<file path="src/rtl/ws_strip_streamer.sv">
// ws_strip_streamer: streams one frame of pixels from a synchronous pixel RAM
// onto a WS2812-style single-wire line, then holds the latch gap low.
// One-deep prefetch keeps pixels back-to-back with no idle cycles on the wire.
module ws_strip_streamer #(
  parameter int NUM_LEDS     = 10,
  parameter int BITS_PER_LED = 24,
  parameter int T0H_CYC      = 20,
  parameter int T1H_CYC      = 40,
  parameter int BIT_CYC      = 61,
  parameter int RESET_CYC    = 2500,
  parameter int AW           = (NUM_LEDS > 1) ? $clog2(NUM_LEDS) : 1
) (
  input  logic                    clk,
  input  logic                    rst,
  input  logic                    start,
  input  logic                    repeat_en,
  input  logic [1:0]              color_order,
  output logic                    pix_rd,
  output logic [AW-1:0]           pix_addr,
  input  logic [BITS_PER_LED-1:0] pix_data,
  output logic                    DO,
  output logic                    busy,
  output logic                    sending_data,
  output logic                    frame_done
);

  localparam int CW = $clog2(BIT_CYC);
  localparam int GW = $clog2(RESET_CYC + 1);
  localparam int IW = $clog2(BITS_PER_LED);

  localparam logic [CW-1:0] T0H_L    = CW'(T0H_CYC);
  localparam logic [CW-1:0] T1H_L    = CW'(T1H_CYC);
  localparam logic [CW-1:0] BIT_LAST = CW'(BIT_CYC - 1);
  localparam logic [IW-1:0] IDX_LAST = IW'(BITS_PER_LED - 1);
  localparam logic [GW-1:0] GAP_LAST = GW'(RESET_CYC - 1);
  localparam logic [AW-1:0] PIX_LAST = AW'(NUM_LEDS - 1);

  if (!(BITS_PER_LED == 24 || BITS_PER_LED == 32)) begin : g_bad_bits
    $error("ws_strip_streamer: BITS_PER_LED must be 24 or 32");
  end
  if (!(T0H_CYC > 0 && T0H_CYC < T1H_CYC && T1H_CYC < BIT_CYC)) begin : g_bad_timing
    $error("ws_strip_streamer: need 0 < T0H_CYC < T1H_CYC < BIT_CYC");
  end
  if (NUM_LEDS < 1 || RESET_CYC < 1) begin : g_bad_size
    $error("ws_strip_streamer: NUM_LEDS and RESET_CYC must be >= 1");
  end

  typedef enum logic [1:0] {S_IDLE, S_FETCH, S_SEND, S_LATCH} state_t;

  state_t                  state_q;
  logic                    fetch_wait_q;  // first FETCH cycle: RAM still reading
  logic [1:0]              order_q;
  logic [BITS_PER_LED-1:0] shift_q;
  logic [BITS_PER_LED-1:0] next_pix_q;
  logic                    cap_q;         // prefetched word arrives this cycle
  logic [CW-1:0]           bit_cnt_q;
  logic [IW-1:0]           bit_idx_q;
  logic [AW-1:0]           pix_idx_q;
  logic [GW-1:0]           gap_cnt_q;

  // Stored word is {R,G,B} or {W,R,G,B}; produce the wire order, W always last.
  function automatic logic [BITS_PER_LED-1:0] reorder(
    input logic [BITS_PER_LED-1:0] w,
    input logic [1:0]              ord
  );
    logic [31:0] wp;
    logic [31:0] o;
    logic [23:0] t;
    wp = 32'(w);
    case (ord)
      2'd0:    t = {wp[15:8], wp[23:16], wp[7:0]};
      2'd2:    t = {wp[7:0], wp[23:16], wp[15:8]};
      default: t = wp[23:0];
    endcase
    if (BITS_PER_LED == 32) o = {t, wp[31:24]};
    else                    o = {8'h00, t};
    if (ord == 2'd3) o = wp;
    return o[BITS_PER_LED-1:0];
  endfunction

  // Bit-timing helpers derived from the current bit position.
  logic [CW-1:0] bit_cnt_inc;
  logic [CW-1:0] hi_len;
  logic          last_cnt;
  logic          last_bit;
  logic          last_pix;
  logic          more_after_next;
  logic [AW-1:0] addr_after_next;

  assign bit_cnt_inc     = bit_cnt_q + 1'b1;
  assign hi_len          = shift_q[BITS_PER_LED-1] ? T1H_L : T0H_L;
  assign last_cnt        = (bit_cnt_q == BIT_LAST);
  assign last_bit        = (bit_idx_q == IDX_LAST);
  assign last_pix        = (pix_idx_q == PIX_LAST);
  assign more_after_next = (int'(pix_idx_q) + 2) < NUM_LEDS;
  assign addr_after_next = AW'(int'(pix_idx_q) + 2);

  // Frame sequencer: every output is a register written here.
  always_ff @(posedge clk or posedge rst) begin
    if (rst) begin
      state_q      <= S_IDLE;
      fetch_wait_q <= 1'b0;
      order_q      <= 2'd0;
      shift_q      <= '0;
      next_pix_q   <= '0;
      cap_q        <= 1'b0;
      bit_cnt_q    <= '0;
      bit_idx_q    <= '0;
      pix_idx_q    <= '0;
      gap_cnt_q    <= '0;
      pix_rd       <= 1'b0;
      pix_addr     <= '0;
      DO           <= 1'b0;
      busy         <= 1'b0;
      sending_data <= 1'b0;
      frame_done   <= 1'b0;
    end else begin
      // NOTE: non-blocking assignments throughout, so every branch below reads
      // the values registered at the previous edge regardless of statement order.
      pix_rd     <= 1'b0;
      frame_done <= 1'b0;
      case (state_q)
        S_IDLE: begin
          DO <= 1'b0;
          // A start coinciding with frame_done is dropped, not queued.
          if (start && !frame_done) begin
            order_q      <= color_order;
            busy         <= 1'b1;
            pix_rd       <= 1'b1;
            pix_addr     <= '0;
            fetch_wait_q <= 1'b1;
            state_q      <= S_FETCH;
          end
        end
        S_FETCH: begin
          if (fetch_wait_q) begin
            fetch_wait_q <= 1'b0;
          end else begin
            shift_q      <= reorder(pix_data, order_q);
            bit_cnt_q    <= '0;
            bit_idx_q    <= '0;
            pix_idx_q    <= '0;
            cap_q        <= 1'b0;
            DO           <= 1'b1;
            sending_data <= 1'b1;
            state_q      <= S_SEND;
            if (NUM_LEDS > 1) begin
              pix_rd   <= 1'b1;
              pix_addr <= AW'(1);
            end
          end
        end
        S_SEND: begin
          cap_q <= pix_rd;
          if (cap_q) next_pix_q <= pix_data;
          if (!last_cnt) begin
            bit_cnt_q <= bit_cnt_inc;
            DO        <= (bit_cnt_inc < hi_len);
          end else if (!last_bit) begin
            bit_cnt_q <= '0;
            bit_idx_q <= bit_idx_q + 1'b1;
            shift_q   <= shift_q << 1;
            DO        <= 1'b1;
          end else if (!last_pix) begin
            bit_cnt_q <= '0;
            bit_idx_q <= '0;
            pix_idx_q <= pix_idx_q + 1'b1;
            shift_q   <= reorder(next_pix_q, order_q);
            DO        <= 1'b1;
            if (more_after_next) begin
              pix_rd   <= 1'b1;
              pix_addr <= addr_after_next;
            end
          end else begin
            DO           <= 1'b0;
            sending_data <= 1'b0;
            gap_cnt_q    <= '0;
            state_q      <= S_LATCH;
          end
        end
        S_LATCH: begin
          DO <= 1'b0;
          if (gap_cnt_q == GAP_LAST) begin
            frame_done <= 1'b1;
            if (repeat_en) begin
              order_q      <= color_order;
              pix_rd       <= 1'b1;
              pix_addr     <= '0;
              fetch_wait_q <= 1'b1;
              state_q      <= S_FETCH;
            end else begin
              busy    <= 1'b0;
              state_q <= S_IDLE;
            end
          end else begin
            gap_cnt_q <= gap_cnt_q + 1'b1;
          end
        end
        default: state_q <= S_IDLE;
      endcase
    end
  end

endmodule

</file>
<file path="config.mk">
export PLATFORM = sky130hd
export DESIGN_NAME = ws_strip_streamer
export DESIGN_NICKNAME = d
export VERILOG_FILES = /design/src/rtl/ws_strip_streamer.sv
export SDC_FILE = /design/constraint.sdc
export NUM_CORES = 1
export LEC_CHECK = 0
export ABC_AREA = 1
export CORE_ASPECT_RATIO = 1.4
export CORE_UTILIZATION = 35
export DETAILED_ROUTE_END_ITERATION = 7
export PLACE_DENSITY = 0.51
export SETUP_SLACK_MARGIN = 0.5
export SYNTH_ARGS = -nofsm -noshare
export SYNTH_HDL_FRONTEND = slang
export SYNTH_SLANG_ARGS = --single-unit
</file>
<file path="constraint.sdc">
create_clock -name clk -period 3 [get_ports clk]
set_clock_uncertainty 0.1 [all_clocks]
set_input_delay 0.6 -clock clk [delete_from_list [all_inputs] [get_ports clk]]
set_output_delay 0.6 -clock clk [all_outputs]
set_load 0.01 [all_outputs]
</file>
==> results of run 1 <==
==> placed cells by master, fill, tap and decap left out, types with 3 or more instances in the layout <==
cell	Yosys	final
clkbuf_16	0	9
nor3_1	3	3
inv_2	7	6
clkdlybuf4s50_1	0	38
o21ai_0	56	56
dfrtp_1	90	90
nand3_1	46	46
ha_1	15	14
clkinvlp_4	0	3
xor2_1	12	12
nand4_1	8	8
or2_2	3	3
o211ai_1	9	9
buf_4	7	8
inv_1	65	64
nand2_2	5	5
o21ai_1	24	24
nor2_1	43	43
nor2_2	6	6
nand2_1	310	310
a21oi_1	30	30
nor2_4	3	3
==> cell families after synthesis <==
family          share of synthesized area
simple gates                        0.326
compound gates                      0.130
buf+inv                            0.0835
flops                               0.405
fa+ha+maj                          0.0338
xor+xnor                           0.0221
==> final timing paths <==
check | endpoint | cells past startpoint | slack (ps)
max | bit_idx_q[2]$_DFFE_PP0P_ | 9 | 750
max reg2reg | bit_idx_q[2]$_DFFE_PP0P_ | 9 | 750
max in group asynchronous | next_pix_q[21]$_DFFE_PP0P_ | 3 | 1740
min reg2reg | pix_addr[3]$_DFFE_PP0P_ | 2 | 380
min | pix_addr[3]$_DFFE_PP0P_ | 2 | 380
min in group asynchronous | next_pix_q[14]$_DFFE_PP0P_ | 3 | 590
==> power breakdown <==
group | switching [mW] | internal [mW]
clock network | 0.505 | 0.668
logic | 1.97 | 1.04
registers | 0.330 | 1.67
total | 2.80 | 3.38
==> registers in the layout, indices dropped and copies added, names as in the netlist <==
register      count
DO                1
bit_cnt_q         6
bit_idx_q         5
busy              1
cap_q             1
fetch_wait_q      1
frame_done        1
gap_cnt_q        12
next_pix_q       24
order_q           2
pix_addr          4
pix_idx_q         4
pix_rd            1
sending_data      1
shift_q          24
state_q           2
==> metal layers <==
| layer | GRT usage | wire length, um | vias to the layer above | part of all wire |
|---|---|---|---|---|
| li1 | - | - | 2568 | - |
| met1 | 0.228 | 6350 | 2391 | 0.42 |
| met2 | 0.363 | 8030 | 110 | 0.53 |
| met3 | 0.0336 | 568 | 27 | 0.037 |
| met4 | 0.0818 | 333 | 0 | 0.022 |
| met5 | 0 | 0 | - | 0 |
==> repair_timing <==
| action | CTS | global route |
|---|---|---|
| setup endpoints to repair | 0 | 11 |
| resized for setup | 0 | 3 |
| buffers inserted | 0 | 0 |
==> final cells by class <==
cell class	instances	area (sq um)	share of cell area
Clock buffer	10	239	0.0373
Clock inverter	5	62.6	0.00977
Inverter	73	280	0.0438
Multi-Input combinational cell	593	2850	0.444
Sequential cell	90	2250	0.352
Tap cell	196	245	0.0383
Timing Repair Buffer	48	480	0.0750
==> worst max-delay path, delay by kind of cell, from the launching register on <==
| kind | cells | cell delay (ps) |
|---|---|---|
| simple gates | 6 | 1150 |
| flops | 1 | 410 |
| buf+inv | 1 | 230 |
| fa+ha+maj | 1 | 220 |
| compound gates | 1 | 80 |
==> cell usage after synthesis, drive strengths merged <==
cell      n  area (sq um)
nand2   315          1190
dfrtp    90          2250
o21ai    83           442
inv      72           270
nor2     52           233
nand3    49           268
a21oi    32           168
buf      23           145
ha       15           188
clkbuf   12          45.0
xor2     12           105
o211ai    9          67.6
nand4     8          50.1
nor3      4          25.0
or2       4          25.0
nand3b    2          15.0
xnor2     2          17.5
a211oi    1          7.51
a21boi    1          7.51
a22o      1          8.76
a22oi     1          7.51
clkinv    1          3.75
o21a      1          7.51
o22ai     1          6.26
==> reports/qor.txt, run 1 <==
Worst Setup Path Type = flip-flop to flip-flop
Hold Buf Count CTS = 0
CP max stage delay = 410 ps
synthesized cell area = 5560 sq um
Post-DP Area = 6100 sq um
total gr overflow = 0
Final Max Tran Viols = 0
share of layout cells above drive strength 1 = 0.0733
clk sinks = 90
hold_ws = 378 ps
DRT Pass-1 Iters = 5
nets = 860
Layout area overhead = 15.2%
GP Congestion = 0.858
Max Clock Freq = 445 MHz
first-pass GRT wire length = 24.6 mm
power per cell area = 965 nW/um^2
actual slew at the worst max-slew pin = 823 ps
fin area = 6400 sq um
crit path cell chain = ha_1, nand2_1, nor3_2, nand2_2, nor2_2, nor2_4, buf_12, a21oi_1, nor2_1
DR WL/cell = 15.1 um
Netlist cell types = 38
num ports = 39
setup TNS = 0 ps
Startpoint Class = flip-flop
hpwl dp = 10.9 mm
Worst-Skew Late Latency = 350 ps
Leakage = 3.06 nW
core box area = 15500 sq um
vias per cell = 5.02
die width = 109 um
drt total wl = 15.3 mm
fillers = 1662
status = completed
Fin. Hold Viols = 0
fin crit period = 2250 ps
Max Root-Sink Buffers = 2
Seq/Total Area, Yosys = 0.405
Final Cycle Share = 0.750
num rows = 54
antenna cells = 0
vias in the first global route = 4996
CP arrival = 2440 ps
Mean Syn Cell Area = 7.03 sq um
Total GRT Usage = 0.199
antenna violations before repair = 0
detailed-route via count = 5096
total power = 6.18 mW
Slew HR = 0.451
Initial Util = 0.358
Final Non-Filler Cells = 1015
Die Height = 151 um
max_cap viols = 0
First DRT Iteration DRCs = 307
CP max stage cell = dfrtp_1
count of input and output buffers = 38
peak supply drop = 0.439 mV
root buf cell = clkbuf_16
CTS tree = yes
H-tree Lvls = 3
DRC errors left = 0
class of the worst hold path = flip-flop to flip-flop
setup slack at placement = 645 ps
RSZ-0062 raised after global routing = false
# setup viols final = 0
reg-to-reg startpoint = bit_idx_q[0]$_DFFE_PP0P_
worst setup margin = 751 ps
Syn Inst Count = 791
CP Capture Type = flip-flop
fin util = 0.412
Worst-path clk slew = 70 ps
Synthesized Nets = 836
CP Data Required Time = 3190 ps
largest net degree at the start of global routing = 91
crit-path max FO = 24
hold_sp = pix_addr[3]$_DFFE_PP0P_
CP startpoint = bit_idx_q[0]$_DFFE_PP0P_
TritonCTS Buffers = 9
Synth Register Bits = 90
placed cells = 1000
Final ANT Viol Nets = 0
Die ar. = 16400 sq um
synth warn = 0
Note: power is estimated with default switching activity, not from simulation.
==> run 2, diff against run 1 <==
PLACE_DENSITY = 0.49   (was 0.51)
clock period = 2.25 ns   (was 3 ns; I/O delays follow)
==> run 2 against run 1 <==
  * Global-route usage up 1.4 points
  * Sequential power up 35%
  * Power grew 61%
  * Final cell count is 6.1% higher
  * Clock power grew 44%
  * Final area grew 14%
  * Register-to-register slack got worse by 350 ps
  * Non-clock buffer count up 61
  * Clock-buffer cell count is the same
  * First-iteration DRC count fell by 23%
  * Flip-flop and latch count did not move
  * Largest cell class unchanged
==> reports/qor.txt, run 2 (synthesis results as in run 1) <==
actual slew at the worst max-slew pin = 538 ps (was 823 ps)
total power = 9.95 mW (was 6.18 mW)
Hold Buf Count CTS = 0 (unchanged)
commonest non-fill, non-tap cell in the layout = nand2_1 (unchanged)
antenna cells = 0 (unchanged)
class of the worst hold path = flip-flop to flip-flop (unchanged)
# setup viols final = 0 (unchanged)
antenna violations before repair = 0 (unchanged)
count of input and output buffers = 38 (unchanged)
CP arrival = 2030 ps (was 2440 ps)
max_cap viols = 0 (unchanged)
Slew HR = 0.641 (was 0.451)
setup slack at placement = 181 ps (was 645 ps)
worst setup margin = 397 ps (was 751 ps)
largest net degree at the start of global routing = 91 (unchanged)
Reg power frac = 0.272 (was 0.324)
Die Height = 151 um (unchanged)
TritonCTS Buffers = 9 (unchanged)
R2R cell count = 9 (unchanged)
Pint = 5.62 mW (was 3.38 mW)
reg-to-reg startpoint = state_q[0]$_DFFE_PP0P_ (was bit_idx_q[0]$_DFFE_PP0P_)
root buf cell = clkbuf_16 (unchanged)
core box area = 15500 sq um (unchanged)
power per cell area = 1360 nW/um^2 (was 965 nW/um^2)
fin util = 0.472 (was 0.412)
Worst Setup Path Type = flip-flop to flip-flop (unchanged)
Worst R2R Setup Slack = 400 ps (was 750 ps)
Logic pwr share = 0.558 (was 0.487)
worst r2r dst = bit_idx_q[2]$_DFFE_PP0P_ (unchanged)
drt total wl = 17.0 mm (was 15.3 mm)
first-pass GRT wire length = 26.3 mm (was 24.6 mm)
Layout area overhead = 31.8% (was 15.2%)
hpwl dp = 11.2 mm (was 10.9 mm)
Initial Util = 0.358 (unchanged)
Worst-Skew Late Latency = 350 ps (about the same)
CP Capture Type = flip-flop (unchanged)
Clk pwr share = 0.170 (was 0.190)
DRC errors left = 0 (unchanged)
hold_sp = pix_addr[0]$_DFFE_PP0P_ (was pix_addr[3]$_DFFE_PP0P_)
First DRT Iteration DRCs = 235 (was 307)
crit-path max FO = 8 (was 24)
CP Data Required Time = 2430 ps (was 3190 ps)
vias per cell = 4.94 (was 5.02)
RSZ-0062 raised after global routing = true (was false)
NetSw = 4.33 mW (was 2.80 mW)
fin crit period = 1850 ps (was 2250 ps)
Multi-input gate area = 3120 sq um (was 2850 sq um)
Fin. Hold Viols = 0 (unchanged)
share of layout cells above drive strength 1 = 0.207 (was 0.0733)
nets = 921 (was 860)
hold_ws = 375 ps (was 378 ps)
CTS tree = yes (unchanged)
Final Cycle Share = 0.823 (was 0.750)
die width = 109 um (unchanged)
Leakage = 3.48 nW (was 3.06 nW)
detailed-route via count = 5322 (was 5096)
clk sinks = 90 (unchanged)
GP Congestion = 0.884 (was 0.858)
Die ar. = 16400 sq um (unchanged)
Max Clock Freq = 540 MHz (was 445 MHz)
Total GRT Usage = 0.213 (was 0.199)
Worst-path clk slew = 70 ps (about the same)
DRT Pass-1 Iters = 5 (unchanged)
Startpoint Class = flip-flop (unchanged)
status = completed (unchanged)
num rows = 54 (unchanged)
commonest non-fill, non-tap cells in the layout = nand2_1, dfrtp_1, inv_1 (unchanged)
Sw Ratio = 0.435 (was 0.453)
peak supply drop = 0.696 mV (was 0.439 mV)
H-tree Lvls = 3 (unchanged)
Hold Path End = pix_addr[0]$_DFFE_PP0P_ (was pix_addr[3]$_DFFE_PP0P_)
total gr overflow = 0 (unchanged)
vias in the first global route = 5222 (was 4996)
fillers = 1580 (was 1662)
biggest registers after layout = next_pix_q (24), shift_q (24), gap_cnt_q (12) (unchanged)
num ports = 39 (unchanged)
setup TNS = 0 ps (unchanged)
Hold Path Depth = 2 (unchanged)
register area = 2260 sq um (was 2250 sq um)
Final Max Tran Viols = 0 (unchanged)
Max Root-Sink Buffers = 2 (unchanged)
Final ANT Viol Nets = 0 (unchanged)
DR WL/cell = 15.7 um (was 15.1 um)
[run 2: repair_timing]
item / CTS / global route
setup endpoints to repair: 97 / 88
gates cloned: 1 / 2
pin swaps: 17 / 23
setup buffers: 33 / 15
gates resized for setup: 67 / 57
[run 2: metal layers]
| layer | track usage | vias to the layer above | part of all wire |
|---|---|---|---|
| met5 | 0 | - | 0 |
| met4 | 0.0885 | 0 | 0.022 |
| met3 | 0.0340 | 26 | 0.033 |
| met2 | 0.385 | 107 | 0.52 |
| met1 | 0.246 | 2504 | 0.42 |
| li1 | - | 2685 | - |
[run 2: worst max-delay path, stage by stage (launching register included)]
cell and delay [ps]:
dfrtp_2 470, inv_4 110, ha_4 220, buf_4 150, nand2_4 70, buf_4 160
o21ai_4 170, buf_4 160, a21oi_1 40, nor2_1 110
[run 2: worst max path at each step]
stage                             startpoint                  endpoint  slack, ps  cells after the start
global placement                   repeat_en   pix_addr[2]$_DFFE_PP0P_        190                      7
floorplan             state_q[0]$_DFFE_PP0P_  gap_cnt_q[2]$_DFFE_PP0P_        510                     10
global route        bit_idx_q[1]$_DFFE_PP0P_  bit_idx_q[2]$_DFFE_PP0P_        330                     10
detailed placement  bit_idx_q[0]$_DFFE_PP0P_  gap_cnt_q[7]$_DFFE_PP0P_        180                     11
CTS                 bit_cnt_q[0]$_DFFE_PP0P_   shift_q[11]$_DFFE_PP0P_        410                     10
finish                state_q[0]$_DFFE_PP0P_  bit_idx_q[2]$_DFFE_PP0P_        400                      9
[run 2: final cells by class]
class,instances,area share
clock buffers,10,0.0326
inverters,73,0.0401
clock inverters,6,0.0121
multi-input cells,593,0.425
repair buffers,109,0.147
well taps,196,0.0335
flip-flops and latches,90,0.309
[run 2: power groups by stage]
stage               Combinational (mW)  Clock [mW]  Sequential (mW)
floorplan                         3.10           0             2.58
global placement                  4.19           0             2.68
finish                            5.56        1.69             2.70
CTS                               4.97        1.75             2.68
global route                      6.14        1.80             2.77
detailed placement                4.21           0             2.69
[run 2: metrics by stage]
| stage | cells | area, sq um |
|---|---|---|
| floorplan | 791 | 5570 |
| global placement | 1010 | 6180 |
| detailed placement | 1010 | 6180 |
| CTS | 1060 | 6990 |
| global route | 1077 | 7330 |
| finish | 1077 | 7330 |
==> RTL change, RTL diff (flow settings as in run 2) <==
Encoding of `state_t`: now one-hot (4 bits for 4 states).
--- a/src/rtl/ws_strip_streamer.sv
+++ b/src/rtl/ws_strip_streamer.sv
@@ -47,3 +47,3 @@
 
-  typedef enum logic [1:0] {S_IDLE, S_FETCH, S_SEND, S_LATCH} state_t;
+  typedef enum logic [3:0] {S_IDLE = 4'b0001, S_FETCH = 4'b0010, S_SEND = 4'b0100, S_LATCH = 4'b1000} state_t;
 
Formal check against the unedited RTL: same outputs for any inputs over 10 cycles, from zero or initial values and one cycle with rst high; not proved beyond that.
==> RTL change against run 2 <==
Worst setup slack better by 0.054 ns. Design area is 1.8% higher. Wire length is 2.4% lower. Hold slack worse by 0.0018 ns. Sequential cell count is 2 higher. Area after synthesis is 1.4% higher. Utilization is 0.45 points higher. Critical path depth is 3 higher.
Power is not compared: it rests on default switching activity, and its combinational part moved more than twofold at a synthesized area within 25%.
==> RTL change: results (changes against run 2) <==
{
  "global_route": {
    "pin_count_of_the_biggest_net_entering_global_routing": {"value": 46, "change": "-49%"}
  },
  "synth": {
    "synth_xor_xnor_area_share": {"value": 0.01710, "change": "-0.004961"},
    "synthesis.nets": {"value": 833, "change": "-0.36%"},
    "avgSynthCellArea": {"value": 7.106, "unit": "um2", "change": "+1.1%"},
    "muxShareOfSynthArea": {"value": 0.01599, "change": "+0.01599"},
    "synth.yosys.seq_area_share": {"value": 0.4087, "change": "+0.003616"},
    "netlist_top_cells_area": "sky130_fd_sc_hd__dfrtp_1 (40%), sky130_fd_sc_hd__nand2_1 (23%), sky130_fd_sc_hd__nand3_1 (4.9%), sky130_fd_sc_hd__inv_1 (4.7%), sky130_fd_sc_hd__o21ai_0 (3.6%)",
    "post_synth_most_frequent_cells": "sky130_fd_sc_hd__nand2_1 (347), sky130_fd_sc_hd__dfrtp_1 (91), sky130_fd_sc_hd__inv_1 (70)",
    "netlist-cell-type-count": {"value": 34, "change": "-11%"}
  },
  "worst_setup_path": {
    "cp-startpoint": "bit_idx_q[1]$_DFFE_PP0P_",
    "critical_path.max_fanout": {"value": 7, "change": "-1"},
    "max_stage_delay": {"value": 0.40, "unit": "ns", "change": "-0.07 ns"},
    "crit_path_top_delay_cell": "sky130_fd_sc_hd__dfrtp_1"
  },
  "status": {
    "run_status": "complete, no violations"
  },
  "cells_and_area": {
    "num-nonclk-inverters": {"value": 76, "change": "+4.1%"},
    "post_route_cells_drive_above_1_share": {"value": 0.2438, "change": "+0.03721"},
    "area_used_by_multi_input_combinational_logic": {"value": 3321, "unit": "um2", "change": "+6.5%"},
    "ff_latch_area": {"value": 2311, "unit": "um2", "change": "+2.0%"},
    "clock_buffers": {"value": 12, "change": "+2"}
  },
  "cts": {
    "postCtsResizedCells": {"value": 57, "change": "-15%"},
    "post_cts.repair.setup_buffers": {"value": 25, "change": "-24%"},
    "clock-sinks": {"value": 92, "change": "+2.2%"}
  },
  "floorplan": {
    "design.core.area": {"value": 15680, "unit": "um2", "change": "+0.87%"}
  },
  "placement": {
    "hpwlAfterDp": {"value": 10.74, "unit": "mm", "change": "-4.3%"},
    "globalplace.congestion": {"value": 0.8197, "change": "-7.3%"},
    "dp.cells": {"value": 1017, "change": "+0.69%"},
    "place_ws": {"value": 0.2487, "unit": "ns", "change": "+0.06793 ns"},
    "post_dp_cell_area": {"value": 6271, "unit": "um2", "change": "+1.5%"}
  },
  "routing": {
    "drt-pass1-iter-count": {"value": 4, "change": "-1"},
    "routed_via_density": {"value": 4.987, "change": "+0.92%"}
  },
  "hold_path": {
    "hold_start": "busy$_DFFE_PP0P_"
  }
}
-- RTL change: cell count changes after synthesis, moves of 8 or more --
cell,change
sky130_fd_sc_hd__a21oi_1,-19
sky130_fd_sc_hd__mux2_2,+8
sky130_fd_sc_hd__nand2_1,+37
sky130_fd_sc_hd__nand3_1,+9
sky130_fd_sc_hd__o21ai_0,-15
sky130_fd_sc_hd__o21ai_1,-17
sky130_fd_sc_hd__o21ai_2,+14
-- RTL change: critical path, delay by kind of cell, from the launching register on --
kind / cells / cell delay, ns
simple gates: 7 / 0.60
fa+ha+maj: 1 / 0.17
flops: 1 / 0.40
buf+inv: 3 / 0.36
compound gates: 1 / 0.05
-- RTL change: kinds of logic (layout without fill, tap and decap cells) --
kind of cell,count (synthesis),in the layout
XOR/XNOR,11,11
buffers and inverters,103,192
AO/OA/AOI/OAI,93,93
AND/OR/NAND/NOR,476,480
flip-flops,92,92
adder cells (fa/ha/maj),10,10
multiplexers,8,8
-- RTL change: per-layer routing --
layer  share of wire  GRT usage
met5               0          0
met4           0.035    0.09905
met3           0.025    0.02181
met2            0.50     0.3546
met1            0.44     0.2537
-- RTL change: path summary, 6_finish.rpt --
kind | to | slack, ns | cells past startpoint
hold / removal | busy$_DFFE_PP0P_ | 0.37 | 2
hold reg to reg | busy$_DFFE_PP0P_ | 0.37 | 2
setup / recovery | shift_q[3]$_DFFE_PP0P_ | 0.45 | 12
min in group asynchronous | shift_q[15]$_DFFE_PP0P_ | 0.44 | 3
setup reg to reg | shift_q[3]$_DFFE_PP0P_ | 0.45 | 12
max in group asynchronous | pix_idx_q[2]$_DFFE_PP0P_ | 1.31 | 3
-- RTL change: power by group --
part           internal (mW)  switching, mW  leakage (nW)
logic                  0.112          0.129          2.41
clock network          0.919          0.668         0.149
registers               1.70         0.0317          1.12
total                   2.73          0.829          3.68
